File: config.mk
export PLATFORM = sky130hd
export DESIGN_NAME = fir_xifu_scoreboard_flat
export DESIGN_NICKNAME = d
export VERILOG_FILES = /design/src/rtl/fir_xifu_scoreboard_if.sv /design/src/rtl/fir_xifu_scoreboard.sv /design/src/flat_wrapper.sv
export SDC_FILE = /design/constraint.sdc
export NUM_CORES = 1
export LEC_CHECK = 0
export CAP_MARGIN = 10
export CORE_UTILIZATION = 44
export DETAILED_ROUTE_END_ITERATION = 16
export PLACE_DENSITY = 0.77
export SLEW_MARGIN = 10
export SYNTH_ARGS = -nofsm -noshare
export SYNTH_HDL_FRONTEND = slang
export SYNTH_SLANG_ARGS = --single-unit
File: constraint.sdc
create_clock -name clk_i -period 3.1 [get_ports clk_i]
set_input_delay 0.62 -clock clk_i [delete_from_list [all_inputs] [get_ports clk_i]]
set_output_delay 0.62 -clock clk_i [all_outputs]
set_load 0.02 [all_outputs]
File: src/rtl/fir_xifu_scoreboard_if.sv
// Issue/commit handshake between the CV32E40X offload port and the FIR XIFU scoreboard.
interface fir_xifu_scoreboard_if #(
  parameter int NUM_ID = 4
);
  localparam int IdW = $clog2(NUM_ID);

  logic           issue_valid;
  logic [IdW-1:0] issue_id;
  logic           issue_accept;
  logic           issue_ready;
  logic           commit_valid;
  logic [IdW-1:0] commit_id;
  logic           commit_kill;

  modport master (
    output issue_valid, issue_id, issue_accept,
    output commit_valid, commit_id, commit_kill,
    input  issue_ready
  );

  modport slave (
    input  issue_valid, issue_id, issue_accept,
    input  commit_valid, commit_id, commit_kill,
    output issue_ready
  );
endinterface

File: src/rtl/fir_xifu_scoreboard.sv
// Per-ID scoreboard for offloaded xfir instructions: tracks issue, commit/kill and
// write-back completion, and drives the ctrl2wb status vectors.
module fir_xifu_scoreboard #(
  parameter int NUM_ID = 4
) (
  input  logic                          clk_i,
  input  logic                          rst_i,
  fir_xifu_scoreboard_if.slave          xif,
  input  logic [NUM_ID-1:0]             clear_i,
  input  logic                          flush_i,
  output logic [NUM_ID-1:0]             issue_o,
  output logic [NUM_ID-1:0]             commit_o,
  output logic [NUM_ID-1:0]             kill_o,
  output logic [$clog2(NUM_ID+1)-1:0]   outstanding_o,
  output logic                          full_o,
  output logic                          err_o
);

  localparam int IdW  = $clog2(NUM_ID);
  localparam int CntW = $clog2(NUM_ID + 1);

  typedef enum logic [1:0] {
    FREE      = 2'd0,
    ISSUED    = 2'd1,
    COMMITTED = 2'd2,
    KILLED    = 2'd3
  } entry_state_e;

  entry_state_e state_q [NUM_ID];
  entry_state_e state_d [NUM_ID];

  logic              issue_fire;
  logic [NUM_ID-1:0] issue_hit;
  logic [NUM_ID-1:0] commit_hit;
  logic              err_event;
  logic [CntW-1:0]   free_cnt;
  logic [CntW-1:0]   outstanding_d;

  // Ready looks only at registered state so a same-cycle clear can never re-open an ID.
  assign xif.issue_ready = (state_q[xif.issue_id] == FREE);
  assign issue_fire      = xif.issue_valid & xif.issue_ready & xif.issue_accept;

  always_comb begin
    issue_hit  = '0;
    commit_hit = '0;
    for (int i = 0; i < NUM_ID; i++) begin
      issue_hit[i]  = issue_fire && (xif.issue_id == IdW'(i));
      commit_hit[i] = xif.commit_valid && (xif.commit_id == IdW'(i));
    end
  end

  // Erroneous commits/clears are flagged and otherwise ignored; legal events on
  // other IDs in the same cycle still take effect.
  always_comb begin
    err_event = 1'b0;
    free_cnt  = '0;
    for (int i = 0; i < NUM_ID; i++) begin
      state_d[i] = state_q[i];
      case (state_q[i])
        FREE: begin
          if (issue_hit[i]) begin
            if (commit_hit[i]) state_d[i] = xif.commit_kill ? KILLED : COMMITTED;
            else               state_d[i] = ISSUED;
          end else if (commit_hit[i]) begin
            err_event = 1'b1;
          end
          if (clear_i[i]) err_event = 1'b1;
        end
        ISSUED: begin
          if (commit_hit[i]) state_d[i] = xif.commit_kill ? KILLED : COMMITTED;
          if (clear_i[i]) err_event = 1'b1;
        end
        COMMITTED: begin
          if (commit_hit[i]) err_event = 1'b1;
          if (clear_i[i]) begin
            state_d[i] = FREE;
            free_cnt   = free_cnt + CntW'(1);
          end
        end
        KILLED: begin
          if (commit_hit[i]) err_event = 1'b1;
          if (clear_i[i] || flush_i) begin
            state_d[i] = FREE;
            free_cnt   = free_cnt + CntW'(1);
          end
        end
      endcase
    end
    outstanding_d = outstanding_o + CntW'(issue_fire) - free_cnt;
  end

  // Status vectors and counters are registered from next state so they match the
  // entry states exactly in every cycle.
  always_ff @(posedge clk_i or posedge rst_i) begin
    if (rst_i) begin
      for (int i = 0; i < NUM_ID; i++) state_q[i] <= FREE;
      issue_o       <= '0;
      commit_o      <= '0;
      kill_o        <= '0;
      outstanding_o <= '0;
      full_o        <= 1'b0;
      err_o         <= 1'b0;
    end else begin
      for (int i = 0; i < NUM_ID; i++) begin
        state_q[i]  <= state_d[i];
        issue_o[i]  <= (state_d[i] != FREE);
        commit_o[i] <= (state_d[i] == COMMITTED);
        kill_o[i]   <= (state_d[i] == KILLED);
      end
      outstanding_o <= outstanding_d;
      full_o        <= (outstanding_d == CntW'(NUM_ID));
      err_o         <= err_o | err_event;
    end
  end

endmodule

File: src/flat_wrapper.sv
// flat-port wrapper written by rule: the top's interface ports become plain ports
module fir_xifu_scoreboard_flat 
#(
  parameter int NUM_ID = 4
)
  (clk_i, rst_i, clear_i, flush_i, issue_o, commit_o, kill_o, outstanding_o, full_o, err_o, xif_issue_valid, xif_issue_id, xif_issue_accept, xif_commit_valid, xif_commit_id, xif_commit_kill, xif_issue_ready);
  fir_xifu_scoreboard_if #(.NUM_ID(NUM_ID)) xif_i ();
  input  logic clk_i;
  input  logic rst_i;
  input  logic [NUM_ID-1:0] clear_i;
  input  logic flush_i;
  output logic [NUM_ID-1:0] issue_o;
  output logic [NUM_ID-1:0] commit_o;
  output logic [NUM_ID-1:0] kill_o;
  output logic [$clog2(NUM_ID+1)-1:0] outstanding_o;
  output logic full_o;
  output logic err_o;
  input wire logic [$bits(xif_i.issue_valid)-1:0] xif_issue_valid;
  input wire logic [$bits(xif_i.issue_id)-1:0] xif_issue_id;
  input wire logic [$bits(xif_i.issue_accept)-1:0] xif_issue_accept;
  input wire logic [$bits(xif_i.commit_valid)-1:0] xif_commit_valid;
  input wire logic [$bits(xif_i.commit_id)-1:0] xif_commit_id;
  input wire logic [$bits(xif_i.commit_kill)-1:0] xif_commit_kill;
  output wire logic [$bits(xif_i.issue_ready)-1:0] xif_issue_ready;
  assign xif_i.issue_valid = xif_issue_valid;
  assign xif_i.issue_id = xif_issue_id;
  assign xif_i.issue_accept = xif_issue_accept;
  assign xif_i.commit_valid = xif_commit_valid;
  assign xif_i.commit_id = xif_commit_id;
  assign xif_i.commit_kill = xif_commit_kill;
  assign xif_issue_ready = xif_i.issue_ready;
  fir_xifu_scoreboard #(.NUM_ID(NUM_ID)) u_core (.clk_i(clk_i), .rst_i(rst_i), .xif(xif_i), .clear_i(clear_i), .flush_i(flush_i), .issue_o(issue_o), .commit_o(commit_o), .kill_o(kill_o), .outstanding_o(outstanding_o), .full_o(full_o), .err_o(err_o));
endmodule
==> metrics.md, run 1 <==
| Metric | Value |
|---|---|
| Count leader, synth | dfrtp_1 |
| Routed Antenna Nets | 0 |
| Final hold vios | 0 |
| Pwr Density | between 700 and 800 mW/mm² |
| Drc violations | 3 |
| Part of the power in combinational logic | 0.540 |
| Sw frac | 0.395 |
| Failing checks | DRC |
| Hold Crit Class | reg2reg |
| Max-Cap Viols | 0 |
| Initial core utilization | 0.484 |
| Fillers | between 200 and 250 |
| Outcome | complete, but fails checks |
| CTS tree | built |
| Die area | roughly 0.0034 mm² |
| Number of port buffers | 32 |
| Clock Path Buffers | 2 |
| Setup CP Type | reg2reg |
| Mean routed wirelength per cell | 15.1 µm |
| Antenna cell count | 0 |
| Leakage | 0.926 nW |
| CP arrival | 3.27 ns |
| Fin. max-slew vios | 0 |
| First-pass DRT Iterations | 10 |
| DR vias/cell | 5.65 |
| Fmax achieved | about 0.33 GHz |
| Yosys cell types | 44 |
| RSZ-0062 raised after global routing | true |
| Chip width | 58.0 µm |
| Most frequent CP cell | ha_1 |
| Hold buffer count at CTS | 0 |
| Detailed Place HPWL | around 2400 µm |
| Io pins | 33 |
| Initial DRC count | 76 |
| Synth cell count leaders | dfrtp_1, nand2_1, inv_1, nor2_1, o21ai_0 |
| Clock Skew | 0.0102 ns |
| Mapped Cells | roughly 140 |
| Initial antenna violation count | 0 |
| Peak VDD IR | 0.593 mV |
| Crit-path leading delay family | adder cells |
| Data required, critical path | 3.37 ns |
| EDFF count, synth | 0 |
| Final worst path period share | 0.968 |
| Dpl cells | roughly 220 |
| Clock Latency Late Sink | 0.33 ns |
| Worst setup SP type | flop |
| Pint | approximately 0.84 mW |
| Slowest CP cell | dfrtp_1 |
| Yosys top cell by area | dfrtp_1 |
| CTS sink count | 25 |
| Largest net degree at the start of global routing | 26 |
| Fraction of layout cells with a size suffix above 1 | 0.221 |
| Worst-Margin Slew | approximately 0.94 ns |
| Global-route wire length before repair | about 5400 µm |
| Pre-CTS setup slack | -0.612 ns |
| H-tree depth | 1 |
| CP max stage delay | roughly 0.44 ns |
| Buffers & Inverters on Critical Path | 0 |
| Root buf cell | clkbuf_4 |
| Post-route insts no fill | around 230 |
| Area Overhead vs Synth | 41.8% |
| Vias | 1277 |
| Cell Rows | 19 |
| Total Wirelength | between 3000 and 4000 µm |
| Final Critical Period | between 3 and 4 ns |
| Tot GR Track Use | 0.210 |
| Yosys Warn Count | 0 |
| Slew headroom | 0.373 |
| Cell area after synthesis | around 0.0014 mm² |
| Die Y | between 50 and 60 µm |
| Post-Syn Nets | 163 |
| Nets@finish | approximately 220 |
| Psw | around 0.55 mW |
| Worst setup margin | just under 0.1 ns |
| Worst path cell trace | a21o_1 -> nand2_2 -> xor2_1 -> ha_1 -> nand3_2 -> o31ai_4 -> ha_4 -> mux2i_1 -> ha_1 -> fa_2 -> xnor2_2 -> xnor3_1 -> nor3_2 |
| Synth top area cells | dfrtp_1, nand2_1, ha_1, inv_1, o21ai_0 |
| RePlAce Congestion | between 0.9 and 1 |
| CTS Buf Count | 3 |
| Sequential power share | 0.350 |
| Core area | ~0.0029 mm² |
| Clk pwr share | 0.110 |
| Mean post-synth cell area | a little under 10 µm² |
| Element type at the critical path end | flop |
| Number of global-route vias before repair | about 1.3k |
| Yosys top cell area share | 0.453 |
| Seq/Total Area, Yosys | 0.453 |
| Remaining global-route overflow | 0 |
| Async S/R FF share, synth | 1.00 |
| Crit-path max FO | 5 |
| Total Power | roughly 1.4 mW |
| CTS clock-pin slew for the worst setup and hold paths | 0.15 ns |
| #FFs+latches synth | 25 |
| Primary FF master, synth | dfrtp_1 |
| Final setup vio count | 0 |
==> cells in the final DEF (no fill, tap or decap), types with 3 or more instances in the layout <==
cell / instances
a21oi_1: 7
and3_1: 3
and4b_1: 3
buf_4: 16
buf_6: 3
clkbuf_4: 3
clkdlybuf4s50_1: 28
dfrtp_1: 24
ha_1: 3
inv_1: 12
nand2_1: 19
nor2_1: 10
nor3_1: 5
o21ai_0: 9
==> worst paths after layout <==
kind                                   startpoint  slack (ns)                      end  cells past startpoint
worst min-delay path            u_core.state_q[0]        0.56       u_core.commit_o[3]                      1
worst min register to register  u_core.state_q[0]        0.56       u_core.commit_o[3]                      1
max in group asynchronous                   rst_i        1.69        u_core.state_q[2]                      2
worst max register to register  u_core.state_q[6]         0.1            u_core.full_o                     13
min in group asynchronous                   rst_i        0.78  u_core.outstanding_o[1]                      2
worst max-delay path            u_core.state_q[6]         0.1            u_core.full_o                     13
==> state kept, by name, indices dropped and copies added, names as in the netlist <==
| name | count |
|---|---|
| u_core.state_q | 8 |
| u_core.err_o | 1 |
| u_core.kill_o | 4 |
| u_core.commit_o | 4 |
| u_core.issue_o | 4 |
| u_core.outstanding_o | 3 |
| u_core.full_o | 1 |
==> layout make-up <==
class	instances	area, µm²	area share
multi-input cells	102	759	0.388
flip-flops and latches	25	627	0.320
repair buffers	50	454	0.232
inverters	14	52.6	0.0268
well taps	31	38.8	0.0198
clock buffers	3	22.5	0.0115
clock inverters	1	5.00	0.00255
==> routing by layer <==
metal / track usage / part of all wire / up-vias
met3: 0.0201 / 0.048 / 6
met5: 0 / 0 / -
met1: 0.248 / 0.40 / 619
met4: 0.0782 / 0.012 / 0
met2: 0.391 / 0.54 / 45
li1: - / - / 607
==> cells by family after synthesis <==
kind of cell | share of synthesized area
AO/OA/AOI/OAI | 0.165
XOR/XNOR | 0.0598
adder cells (fa/ha/maj) | 0.0598
buffers and inverters | 0.0435
flip-flops | 0.453
multiplexers | 0.00725
AND/OR/NAND/NOR | 0.212
==> what timing repair did <==
item / 4_1_cts / 5_1_grt
setup buffers: 2 / 6
gates resized for setup: 15 / 12
setup endpoints to repair: 2 / 2
pin swaps: 11 / 13
==> power groups by stage <==
stage	Clock [mW]	Combinational, mW	Sequential (mW)
floorplan	0	0.314	0.556
global placement	0	0.614	0.486
detailed placement	0	0.637	0.486
CTS	0.153	0.687	0.481
global route	0.164	0.806	0.494
finish	0.153	0.747	0.485
==> through the flow <==
stage | TNS [ns] | area, µm² | hold WS, ns | utilization
after floorplan | -0.0489 | 1390 | 0.479 | -
after global placement | -1.01 | 1820 | 0.512 | 0.637
after detailed placement | -1.29 | 1820 | 0.528 | 0.637
after CTS | 0 | 1890 | 0.549 | 0.663
after global routing | -0.0560 | 1960 | 0.568 | 0.687
final | 0 | 1960 | 0.556 | 0.687
(Power assumes the default switching activity.)
==> run 2, diff against run 1 <==
Settings changed: CORE_UTILIZATION 44 to 30, PLACE_DENSITY 0.77 to 0.57.
==> metrics.md, run 2 (same netlist as run 1, synthesis figures left out) <==
| Metric | Value |
|---|---|
| Hold slack final | 0.522 ns (was 0.556 ns) |
| Tot GR Track Use | 0.154 (was 0.210) |
| FF-to-FF End | u_core.outstanding_o[2] (was u_core.full_o) |
| Total Power | 1.43 mW (was 1.38 mW) |
| Most frequent cells in the layout | clkdlybuf4s50_1, dfrtp_1, nand2_1 (unchanged) |
| CP arrival | 3.20 ns (was 3.27 ns) |
| Core area | 0.00438 mm² (was 0.00285 mm²) |
| RSZ-0062 raised after global routing | true (unchanged) |
| Antenna cell count | 0 (unchanged) |
| Number of global-route vias before repair | 1306 (was 1272) |
| Io pins | 33 (unchanged) |
| Chip width | 69.9 µm (was 58.0 µm) |
| CTS tree | built (unchanged) |
| Crit-path max FO | 2 (was 5) |
| Final Critical Period | 2.99 ns (was 3.00 ns) |
| RR Startpoint | u_core.state_q[4] (was u_core.state_q[6]) |
| CTS Buf Count | 3 (unchanged) |
| Fillers | 429 (was 235) |
| Total Wirelength | 3460 µm (was 3410 µm) |
| RePlAce Congestion | 0.801 (was 0.943) |
| Hold path depth | 1 (unchanged) |
| Outcome | finished, final reports clean (was complete, but fails checks) |
| Fraction of layout cells with a size suffix above 1 | 0.196 (was 0.221) |
| Final setup vio count | 0 (unchanged) |
| Hold path endpoint | u_core.commit_o[3] (unchanged) |
| Worst setup margin | 0.110 ns (was 0.0983 ns) |
| Slowest CP cell | fa_2 (was dfrtp_1) |
| Pwr Density | 728 mW/mm² (was 706 mW/mm²) |
| Clock Path Buffers | 2 (unchanged) |
| Commonest non-fill, non-tap cell in the layout | clkdlybuf4s50_1 (unchanged) |
| DR vias/cell | 5.04 (was 5.65) |
| Slew headroom | 0.358 (was 0.373) |
| Fin. max-slew vios | 0 (unchanged) |
| CP max stage delay | 0.36 ns (was 0.44 ns) |
| Worst path cell trace | clkdlybuf4s15_1 -> a21o_1 -> and2_4 -> buf_4 -> o31ai_4 -> ha_4 -> mux2i_1 -> ha_1 -> fa_2 -> xnor2_2 -> xnor3_1 -> buf_4 -> inv_1 (was a21o_1 -> nand2_2 -> xor2_1 -> ha_1 -> nand3_2 -> o31ai_4 -> ha_4 -> mux2i_1 -> ha_1 -> fa_2 -> xnor2_2 -> xnor3_1 -> nor3_2) |
| Largest net degree at the start of global routing | 26 (unchanged) |
| Hold Crit Class | reg2reg (unchanged) |
| Global-route wire length before repair | 6070 µm (was 5400 µm) |
| H-tree depth | 1 (unchanged) |
| Max-Cap Viols | 0 (unchanged) |
| Hold_sp | u_core.state_q[0] (unchanged) |
| Initial antenna violation count | 0 (unchanged) |
| Fmax achieved | 0.334 GHz (was 0.333 GHz) |
| Final hold vios | 0 (unchanged) |
| Initial DRC count | 67 (was 76) |
| Element type at the critical path end | flop (unchanged) |
| Vias | 1239 (was 1277) |
| Die Y | 69.9 µm (was 58.0 µm) |
| First-pass DRT Iterations | 7 (was 10) |
| Die area | 0.00488 mm² (was 0.00337 mm²) |
| Remaining global-route overflow | 0 (unchanged) |
| Leakage | 0.926 nW (about the same) |
| Worst-Margin Slew | 0.962 ns (was 0.940 ns) |
| Most frequent CP cell | buf_4 (was ha_1) |
| Mean routed wirelength per cell | 14.1 µm (was 15.1 µm) |
| Worst setup SP type | primary input (was flop) |
| Initial core utilization | 0.315 (was 0.484) |
| Clock Skew | 0.00535 ns (was 0.0102 ns) |
| Largest register FFs | 8 (unchanged) |
| Setup CP Type | in2reg (was reg2reg) |
| Register with the most flip-flops | u_core.state_q (unchanged) |
| Drc violations | 0 (was 3) |
| Nets@finish | 216 (was 217) |
| Number of port buffers | 32 (unchanged) |
| Pre-CTS setup slack | -0.672 ns (was -0.612 ns) |
| Clock Latency Late Sink | 0.27 ns (was 0.33 ns) |
| Routed Antenna Nets | 0 (unchanged) |
| Final core occ | 0.449 (was 0.687) |
| Reg2reg path depth | 14 (was 13) |
| Cell Rows | 24 (was 19) |
| R2r setup slk | 0.13 ns (was 0.1 ns) |
| CTS clock-pin slew for the worst setup and hold paths | 0.08 ns (was 0.15 ns) |
| Root buf cell | clkbuf_8 (was clkbuf_4) |
| Final worst path period share | 0.965 (was 0.968) |
| Hold buffer count at CTS | 0 (unchanged) |
| Peak VDD IR | 0.482 mV (was 0.593 mV) |
| Area Overhead vs Synth | 42.6% (was 41.8%) |
| Data required, critical path | 3.31 ns (was 3.37 ns) |
| Detailed Place HPWL | 2640 µm (was 2410 µm) |
| CTS sink count | 25 (unchanged) |
run 2: routing by layer:
metal	share of wire	up-vias	GRT usage
met3	0.069	6	0.0274
met4	0.013	0	0.0400
met2	0.47	53	0.261
li1	-	605	-
met1	0.45	575	0.203
met5	0	-	0
run 2: stage by stage:
step | cell area [µm²] | cells | TNS, ns
after global routing | 1970 | 246 | -0.0175
after floorplan | 1390 | 142 | -0.0489
after CTS | 1960 | 244 | 0
after global placement | 1850 | 237 | -0.983
final | 1970 | 246 | 0
after detailed placement | 1850 | 237 | -1.32
run 2: power breakdown:
part           total, mW  internal (mW)  switching (mW)  leakage, nW
clock network      0.194         0.0919           0.102       0.0228
logic              0.758          0.377           0.381        0.581
registers          0.481          0.419          0.0625        0.322
run 2: worst max path at each step:
| stage | start | end | slack, ns | cells after the start |
|---|---|---|---|---|
| 2_1_floorplan | flush_i | u_core.full_o | -0.05 | 14 |
| 3_3_place_gp | flush_i | u_core.full_o | -0.49 | 14 |
| 3_5_place_dp | flush_i | u_core.full_o | -0.67 | 14 |
| 4_1_cts | clear_i[0] | u_core.full_o | 0.02 | 14 |
| 5_1_grt | flush_i | u_core.full_o | -0.02 | 14 |
| 6_report | clear_i[2] | u_core.outstanding_o[2] | 0.11 | 13 |
run 2: critical path: cells and delay by family:
| kind | cells | cell delay, ns |
|---|---|---|
| adder cells (fa/ha/maj) | 3 | 0.85 |
| buffers and inverters | 4 | 0.54 |
| AO/OA/AOI/OAI | 2 | 0.46 |
| XOR/XNOR | 2 | 0.43 |
| AND/OR/NAND/NOR | 1 | 0.16 |
| multiplexers | 1 | 0.13 |
run 2: repair_timing:
action	CTS	global route
hold endpoints to repair	0	0
endpoints found under the setup margin	2	2
buffers inserted	3	2
pin swaps	11	12
resized for setup	17	4
run 2: area by class of cell:
type	instances	area, µm²	share of cell area
Clock buffer	4	45.0	0.0229
Inverter	14	52.6	0.0267
Multi-Input combinational cell	102	742	0.377
Sequential cell	25	626	0.318
Tap cell	52	65.1	0.0330
Timing Repair Buffer	49	439	0.223
